File: src/rtl/vote_tally.sv
// rtl/vote_tally.sv - debounced N-input majority voter with stability window and timeout
//
// Purpose: on start, tracks vote_in until it has held one value for HOLD
// consecutive edges, then registers its popcount and a pass flag against
// THRESH with a one-cycle valid strobe. If stability is not reached within
// TMO edges, a one-cycle err strobe is produced instead.
//
// Ports:
//   clk        rising-edge clock
//   rst        asynchronous active-high reset
//   start      request a vote (accepted in IDLE only)
//   vote_in    raw vote vector, bit i = voter i
//   busy       high while a vote is settling or being decided
//   valid      one-cycle strobe: count and F just updated
//   err        one-cycle strobe: vote abandoned on timeout
//   count      popcount of the last decided vector
//   F          pass flag of the last decided vector (count >= THRESH)
//
// Optional feature macro: VOTE_TALLY_VETO_EN
//   veto       input; any assertion during SETTLE/DECIDE forces the decided F to 0
//   veto_seen  output; updated with valid, 1 if the decided vote saw a veto
module vote_tally #(
  parameter int N      = 5,
  parameter int THRESH = (N / 2) + 1,
  parameter int HOLD   = 4,
  parameter int TMO    = 64,
  localparam int CW    = $clog2(N + 1)
) (
  input  logic          clk,
  input  logic          rst,
  input  logic          start,
  input  logic [N-1:0]  vote_in,
`ifdef VOTE_TALLY_VETO_EN
  input  logic          veto,
  output logic          veto_seen,
`endif
  output logic          busy,
  output logic          valid,
  output logic          err,
  output logic [CW-1:0] count,
  output logic          F
);

  localparam int SW = $clog2(HOLD + 1);
  localparam int TW = $clog2(TMO + 1);
  localparam logic [SW-1:0] HOLD_V   = SW'(HOLD);
  localparam logic [TW-1:0] TMO_V    = TW'(TMO);
  localparam logic [CW-1:0] THRESH_V = CW'(THRESH);

  typedef enum logic [1:0] {
    IDLE,
    SETTLE,
    DECIDE
  } state_t;

  state_t          state_q, state_d;
  logic [N-1:0]    snap_q, snap_d;
  logic [SW-1:0]   stab_q, stab_d, stab_inc;
  logic [TW-1:0]   tmr_q, tmr_d, tmr_inc;
  logic            valid_d, err_d, f_d;
  logic [CW-1:0]   count_d, pop;
  logic            stable_hit, veto_block;
`ifdef VOTE_TALLY_VETO_EN
  logic            veto_flag_q, veto_flag_d, veto_seen_d;
`endif

  // Counters stop at their terminal value; reaching it always leaves SETTLE,
  // so saturation only matters as a guard against wrap.
  assign stab_inc = (stab_q == HOLD_V) ? stab_q : stab_q + 1'b1;
  assign tmr_inc  = (tmr_q == TMO_V) ? tmr_q : tmr_q + 1'b1;

  // Stability is judged on the incremented count so the FSM leaves SETTLE on
  // the HOLD-th matching edge rather than one edge later.
  assign stable_hit = (vote_in == snap_q) && (stab_inc == HOLD_V);

`ifdef VOTE_TALLY_VETO_EN
  // A veto on the DECIDE edge itself still counts.
  assign veto_block = veto_flag_q | veto;
`else
  assign veto_block = 1'b0;
`endif

  always_comb begin
    pop = '0;
    for (int i = 0; i < N; i++) begin
      pop = pop + CW'(snap_q[i]);
    end
  end

  assign busy = (state_q != IDLE);

  always_comb begin
    state_d = state_q;
    snap_d  = snap_q;
    stab_d  = stab_q;
    tmr_d   = tmr_q;
    valid_d = 1'b0;
    err_d   = 1'b0;
    count_d = count;
    f_d     = F;
`ifdef VOTE_TALLY_VETO_EN
    veto_flag_d = veto_flag_q;
    veto_seen_d = veto_seen;
`endif
    case (state_q)
      IDLE: begin
        if (start) begin
          snap_d  = vote_in;
          stab_d  = '0;
          tmr_d   = '0;
          state_d = SETTLE;
`ifdef VOTE_TALLY_VETO_EN
          veto_flag_d = 1'b0;
`endif
        end
      end
      SETTLE: begin
        tmr_d = tmr_inc;
        if (vote_in != snap_q) begin
          snap_d = vote_in;
          stab_d = '0;
        end else begin
          stab_d = stab_inc;
        end
        // Stability takes priority over a timeout on the same edge.
        if (stable_hit) begin
          state_d = DECIDE;
        end else if (tmr_inc == TMO_V) begin
          err_d   = 1'b1;
          state_d = IDLE;
        end
`ifdef VOTE_TALLY_VETO_EN
        if (veto) veto_flag_d = 1'b1;
`endif
      end
      DECIDE: begin
        count_d = pop;
        f_d     = (pop >= THRESH_V) && !veto_block;
        valid_d = 1'b1;
        state_d = IDLE;
`ifdef VOTE_TALLY_VETO_EN
        veto_seen_d = veto_block;
`endif
      end
      default: state_d = IDLE;
    endcase
  end

  always_ff @(posedge clk or posedge rst) begin
    if (rst) begin
      state_q <= IDLE;
      snap_q  <= '0;
      stab_q  <= '0;
      tmr_q   <= '0;
      valid   <= 1'b0;
      err     <= 1'b0;
      count   <= '0;
      F       <= 1'b0;
`ifdef VOTE_TALLY_VETO_EN
      veto_flag_q <= 1'b0;
      veto_seen   <= 1'b0;
`endif
    end else begin
      state_q <= state_d;
      snap_q  <= snap_d;
      stab_q  <= stab_d;
      tmr_q   <= tmr_d;
      valid   <= valid_d;
      err     <= err_d;
      count   <= count_d;
      F       <= f_d;
`ifdef VOTE_TALLY_VETO_EN
      veto_flag_q <= veto_flag_d;
      veto_seen   <= veto_seen_d;
`endif
    end
  end

endmodule
File: config.mk
export PLATFORM = sky130hd
export DESIGN_NAME = vote_tally
export DESIGN_NICKNAME = d
export VERILOG_FILES = /design/src/rtl/vote_tally.sv
export SDC_FILE = /design/constraint.sdc
export NUM_CORES = 1
export LEC_CHECK = 0
export ABC_AREA = 1
export CELL_PAD_IN_SITES_DETAIL_PLACEMENT = 1
export CELL_PAD_IN_SITES_GLOBAL_PLACEMENT = 2
export CORE_MARGIN = 4
export CORE_UTILIZATION = 35
export CTS_CLUSTER_DIAMETER = 40
export DETAILED_ROUTE_END_ITERATION = 8
export PLACE_DENSITY = 0.95
export SLEW_MARGIN = 20
export SYNTH_ARGS = -nofsm -noshare
export SYNTH_HDL_FRONTEND = slang
export SYNTH_SLANG_ARGS = --single-unit
File: constraint.sdc
create_clock -name clk -period 3.1 [get_ports clk]
set_input_delay 0.62 -clock clk [delete_from_list [all_inputs] [get_ports clk]]
set_output_delay 0.62 -clock clk [all_outputs]
set_load 0.01 [all_outputs]
==> results.json, run 1 <==
{
  "drv_slew": 0,
  "fin_crit_ns": 1.98,
  "antenna_found_initial": 0,
  "min_from": "count[1]",
  "critPathMaxFanout": 3,
  "cts_max_level": 1,
  "first_pass_iters": 4,
  "ant_nets": 0,
  "post_dp_cell_area_mm2": 0.00158,
  "cp_cell_sequence": "nor2_1 > inv_2 > clkdlybuf4s50_1",
  "die_height_um": 71.3,
  "cts_resized": 0,
  "arrival_ns": 1.36,
  "setup_viol": 0,
  "via_per_inst": 4.85,
  "clk_pin_slew_worst_paths_ns": 0.09,
  "finalWorstSetupSlack_ns": 1.12,
  "grt_overflow": 0,
  "routedWlPerCell_um": 13.2,
  "syn_nets": 193,
  "cp_slowest_stage_delay_ns": 0.48,
  "nNetsFinal": 210,
  "r2r_slack_ns": 1.14,
  "p_leak_nw": 0.815,
  "cts_tree": "done",
  "skew_ns": 0.00593,
  "dieArea_mm2": 0.00508,
  "portBuffers": 14,
  "coreArea_mm2": 0.00377,
  "drt_wl_total_um": 3180,
  "ys_types": 24,
  "post-place-ws_ns": 1.08,
  "end_kind": "primary output",
  "cts.sink_count": 23,
  "drt_iter0_drc": 15,
  "max-clock-path-buffers": 2,
  "clock.fmax_ghz": 0.506,
  "ir_worst_vdd_uv": 301,
  "worstMarginPinSlew_ns": 0.891,
  "syn_inst": 177,
  "powerDensity_mw_per_mm2": 755,
  "timing.setup.tns_ns": 0,
  "cts_setup_buffers": 0,
  "dpl.hpwl_um": 2580,
  "hold_viol": 0,
  "hold_buffers": 0,
  "area_growth_pct": 15.9,
  "critical-path-slowest-cell": "clkdlybuf4s50_1",
  "final_cell_area_mm2": 0.00162,
  "rows": 22,
  "drcViolationCount": 0,
  "cts_buffers": 3,
  "grt_pass1_wl_um": 5640,
  "cp.buffers_inverters": 2,
  "antenna_cells": 0,
  "hold_depth": 2,
  "grt_max_degree": 24,
  "yosysWarnings": 0,
  "start_util_pct": 37.2,
  "cts-root-buf": "clkbuf_8",
  "clkLatencyLatePin_ns": 0.27,
  "status": "finished, final reports clean",
  "globalplace.congestion": 0.821,
  "maxCapViolCount": 0,
  "hold_class": "reg -> reg",
  "reg2reg_depth": 7,
  "synth_seq_cells": 23,
  "crit_required_ns": 2.48,
  "cp-start-kind": "flip-flop",
  "final_util_pct": 43.1,
  "via_count": 1168,
  "crit_family": "buffers and inverters",
  "final_layout_size_suffix_gt1_share_pct": 12.4,
  "syn_area_per_cell_um2": 7.92,
  "ys_seq_area_share_pct": 41.1,
  "fin_crit_sh_pct": 63.8,
  "rsz0062_at_grt": "no",
  "first_global_vias": 1279,
  "r2r_end": "F",
  "syn-cell-area_mm2": 0.00140,
  "io_pins": 15,
  "path_class": "reg -> out",
  "grt_use_total_pct": 14.0,
  "holdPathEnd": "count[1]",
  "reg2reg_from": "snap_q[0]",
  "max_slew_margin_pct": 40.5,
  "die-width_um": 71.3
}
## cells in the mapped netlist (all sizes together)
cell type  instances  area (um^2)
inv               32          120
nand3              7         45.0
nand4              5         46.3
o21ai             14         70.1
xnor2              2         25.0
ha                 6         75.1
nand3b             1         7.51
fa                 2         40.0
dfrtp             23          576
nor2              20          108
nand2             56          225
a21oi              1         5.00
nor3               1         5.00
o22ai              5         31.3
buf                2         22.5
## final cells by class
type                       instances  area, um^2
fill                             473        2150
multi-input combinational        120         683
sequential                        23         576
timing repair buffer              14         140
inverter                          32         120
tap                               48        60.1
clock buffer                       4        45.0
## worst min-delay path, delay by kind of cell, from the launching register on
family           cells  cell delay, ns
DFF                  1            0.35
and+or+nand+nor      2            0.11
## per-layer routing
metal / GRT usage, % / part of all wire [%] / vias up
li1: - / - / 581
met3: 2.52 / 2.1 / 5
met4: 5.01 / 1.5 / 0
met1: 15.6 / 41 / 567
met5: 0 / 0 / -
met2: 26.1 / 56 / 15
## where the power goes
group | total [mW] | internal, mW | switching (mW)
sequential | 0.462 | 0.376 | 0.0855
combinational | 0.570 | 0.218 | 0.351
clock | 0.194 | 0.0921 | 0.102
total | 1.23 | 0.687 | 0.539
## flip-flops by register name (all words and copies together) (netlist names)
register / flops
snap_q: 5
tmr_q: 7
count: 3
stab_q: 3
state_q: 2
valid: 1
F: 1
err: 1
## cell usage in the layout, fill, tap and decap left out
cell type,count
nor2_4,3
xnor2_1,1
nand4_1,4
o21ai_1,6
nand2_2,3
inv_1,26
a21oi_1,1
nand2_4,1
clkdlybuf4s50_1,14
nand3b_1,1
nand3_2,2
nand4_4,1
nand3_1,5
clkbuf_8,3
o22ai_1,5
o21ai_0,8
clkbuf_1,1
fa_1,2
nor2_2,4
xnor2_2,1
ha_1,6
dfrtp_1,23
nor3_1,1
nor2_1,13
inv_2,6
nand2_1,52
## worst max-delay path by stage
stage                     endpoint  cells after the start  slack, ns        from
final                         busy                      3       1.12  state_q[1]
after global routing             F                      7       1.04   snap_q[0]
after CTS                     busy                      3       1.11  state_q[1]
after detailed placement       err                      8       1.08  vote_in[0]
after global placement         err                      8       1.17  vote_in[2]
after floorplan                  F                      7       1.30   snap_q[0]
## through the flow
| step | hold slack (ns) | cells | power (mW) |
|---|---|---|---|
| 6_report | 0.486 | 241 | 1.23 |
| 4_1_cts | 0.491 | 241 | 1.25 |
| 3_5_place_dp | 0.469 | 237 | 1.05 |
| 3_3_place_gp | 0.459 | 237 | 1.01 |
| 2_1_floorplan | 0.458 | 177 | 0.905 |
| 5_1_grt | 0.549 | 241 | 1.35 |
## cell families (layout without fill, tap and decap cells)
kind of cell               count (synthesis)  count (layout)  share of synthesized area (%)
AOI/OAI and AO/OA                         20              20                           7.59
xor gates and xnor gates                   2               2                           1.79
adders and majority gates                  8               8                           8.21
buffers and inverters                     34              50                           10.2
DFF                                       23              23                           41.1
and+or+nand+nor                           90              90                           31.2
Power figures use the tool's default switching activity.
==> run 2, diff against run 1 <==
CORE_UTILIZATION = 29   (was 35)
PLACE_DENSITY = 0.85   (was 0.95)
clock period = 1.6 ns   (was 3.1 ns; I/O delays follow)
==> results.json, run 2 (synthesis results as in run 1) <==
{
  "worstMarginPinSlew_ns": 0.312,
  "p_leak_nw": 0.888,
  "path_class": "reg -> reg",
  "grt_use_total_pct": 11.5,
  "cts_max_level": 1,
  "cp_slowest_stage_delay_ns": 0.50,
  "grt_overflow": 0,
  "area_growth_pct": 26.9,
  "nNetsFinal": 227,
  "rows": 25,
  "maxCapViolCount": 0,
  "layout_common_cells": "nand2_1, dfrtp_1, inv_1",
  "placed_cells": 256,
  "first_pass_iters": 6,
  "cp-start-kind": "flip-flop",
  "routedWlPerCell_um": 12.2,
  "antenna_found_initial": 0,
  "clock.fmax_ghz": 0.554,
  "p_switching_mw": 1.11,
  "via_per_inst": 4.50,
  "drt_iter0_drc": 61,
  "drt_wl_total_um": 3230,
  "ir_worst_vdd_uv": 364,
  "first_global_vias": 1240,
  "final_layout_size_suffix_gt1_share_pct": 23.3,
  "violations": "negative setup slack",
  "cp_cell_sequence": "inv_2 > fa_1 > fa_2 > inv_2 > ha_4 > nand3b_1 > a21oi_2",
  "hold_class": "in -> async",
  "globalplace.congestion": 0.732,
  "dpl.hpwl_um": 2480,
  "coreArea_mm2": 0.00469,
  "antenna_cells": 0,
  "status": "finished with violations",
  "ant_nets": 0,
  "portBuffers": 14,
  "worst_hold_slack_ns": 0.403,
  "p_sw_share_pct": 42.6,
  "setup_viol": 4,
  "cts_tree": "done",
  "clkLatencyLatePin_ns": 0.26,
  "regMostFlops": "tmr_q",
  "cp_common_cell": "inv_2",
  "clk_pin_slew_worst_paths_ns": 0.08,
  "via_count": 1187,
  "worstSetupStartpoint": "snap_q[1]",
  "p_int_mw": 1.50,
  "crit_required_ns": 1.76,
  "cts-root-buf": "clkbuf_8",
  "combPwrFrac_pct": 51.1,
  "pwr-share-seq_pct": 34.8,
  "powerDensity_mw_per_mm2": 1470,
  "end_kind": "flip-flop",
  "die_height_um": 77.5,
  "critPathMaxFanout": 2,
  "largest_reg_flops": 7,
  "rsz0062_at_grt": "yes",
  "final_cell_area_mm2": 0.00178,
  "cts_buffers": 3,
  "reg2reg_from": "snap_q[1]",
  "fin_crit_ns": 1.80,
  "finalWorstSetupSlack_ns": -0.205,
  "arrival_ns": 1.96,
  "drv_slew": 0,
  "grt_max_degree": 24,
  "dieArea_mm2": 0.00601,
  "max_slew_margin_pct": 79.2,
  "start_util_pct": 29.9,
  "drcViolationCount": 0,
  "cp.buffers_inverters": 2,
  "io_pins": 15,
  "final_common_cell": "nand2_1",
  "p_clk_share_pct": 14.0,
  "hold_viol": 0,
  "crit_family": "adder cells",
  "critical-path-slowest-cell": "fa_1",
  "max-clock-path-buffers": 2,
  "die-width_um": 77.5,
  "top_regs": "tmr_q x7, snap_q x5",
  "grt_pass1_wl_um": 5590,
  "skew_ns": 0.00222,
  "instances_no_fill": 264,
  "post_dp_cell_area_mm2": 0.00170,
  "cts.sink_count": 23,
  "fin_crit_sh_pct": 113
}
## run 2: changes by cell type in the layout (fill, tap and decap cells not counted), sizes merged
cell / delta
buf: +17
clkdlybuf4s50: -1
dlygate4sd2: +1
## run 2: layout make-up
cell class	instances	area, um^2
clock buffer	4	45.0
fill	586	2910
inverter	32	120
multi-input combinational	120	702
sequential	23	577
tap	54	67.6
timing repair buffer	31	267
## run 2: per-layer routing
layer  global-route usage [%]  vias up  wire (um)
li1                         -      617          -
met1                     15.0      559       1590
met2                     19.6        9       1570
met3                    0.928        2         34
met4                     4.27        0         28
met5                        0        -          0
## run 2: power groups by stage
stage               Combinational [mW]  Sequential [mW]  Clock (mW)
finish                            1.33            0.909       0.366
floorplan                        0.948            0.856           0
CTS                               1.29            0.903       0.388
global route                      1.52            0.937       0.407
global placement                  1.23            0.905           0
detailed placement                1.27            0.913           0
## run 2: path summary, 6_finish.rpt
path,endpoint,slack [ns],cells past startpoint
setup / recovery,F,-0.20,7
hold / removal,tmr_q[6],0.40,3
setup reg to reg,F,-0.20,7
hold reg to reg,count[1],0.49,2
max in group asynchronous,tmr_q[0],0.94,3
min in group clk,count[1],0.49,2
## run 2: repair_timing
| action | in CTS | in global routing |
|---|---|---|
| gates resized for setup | 2 | 4 |
| setup buffers | 2 | 2 |
| hold buffers | 0 | 0 |
| pin swaps | 0 | 4 |
| endpoints found under the setup margin | 5 | 5 |
## run 2: tightest hold or removal path, stage by stage
cell and delay, ns:
clkdlybuf4s50_1 0.40, inv_1 0.05, buf_4 0.30
## run 2: stage by stage
stage                     setup TNS [ns]  total power, mW  setup WS, ns  util (%)
after floorplan                   -0.280             1.80        -0.133         -
after global placement            -0.729             2.14        -0.154      36.2
after detailed placement           -1.19             2.18        -0.190      36.2
after CTS                         -0.618             2.58        -0.203      37.5
after global routing              -0.936             2.87        -0.271      37.9
final                             -0.562             2.61        -0.205      37.9
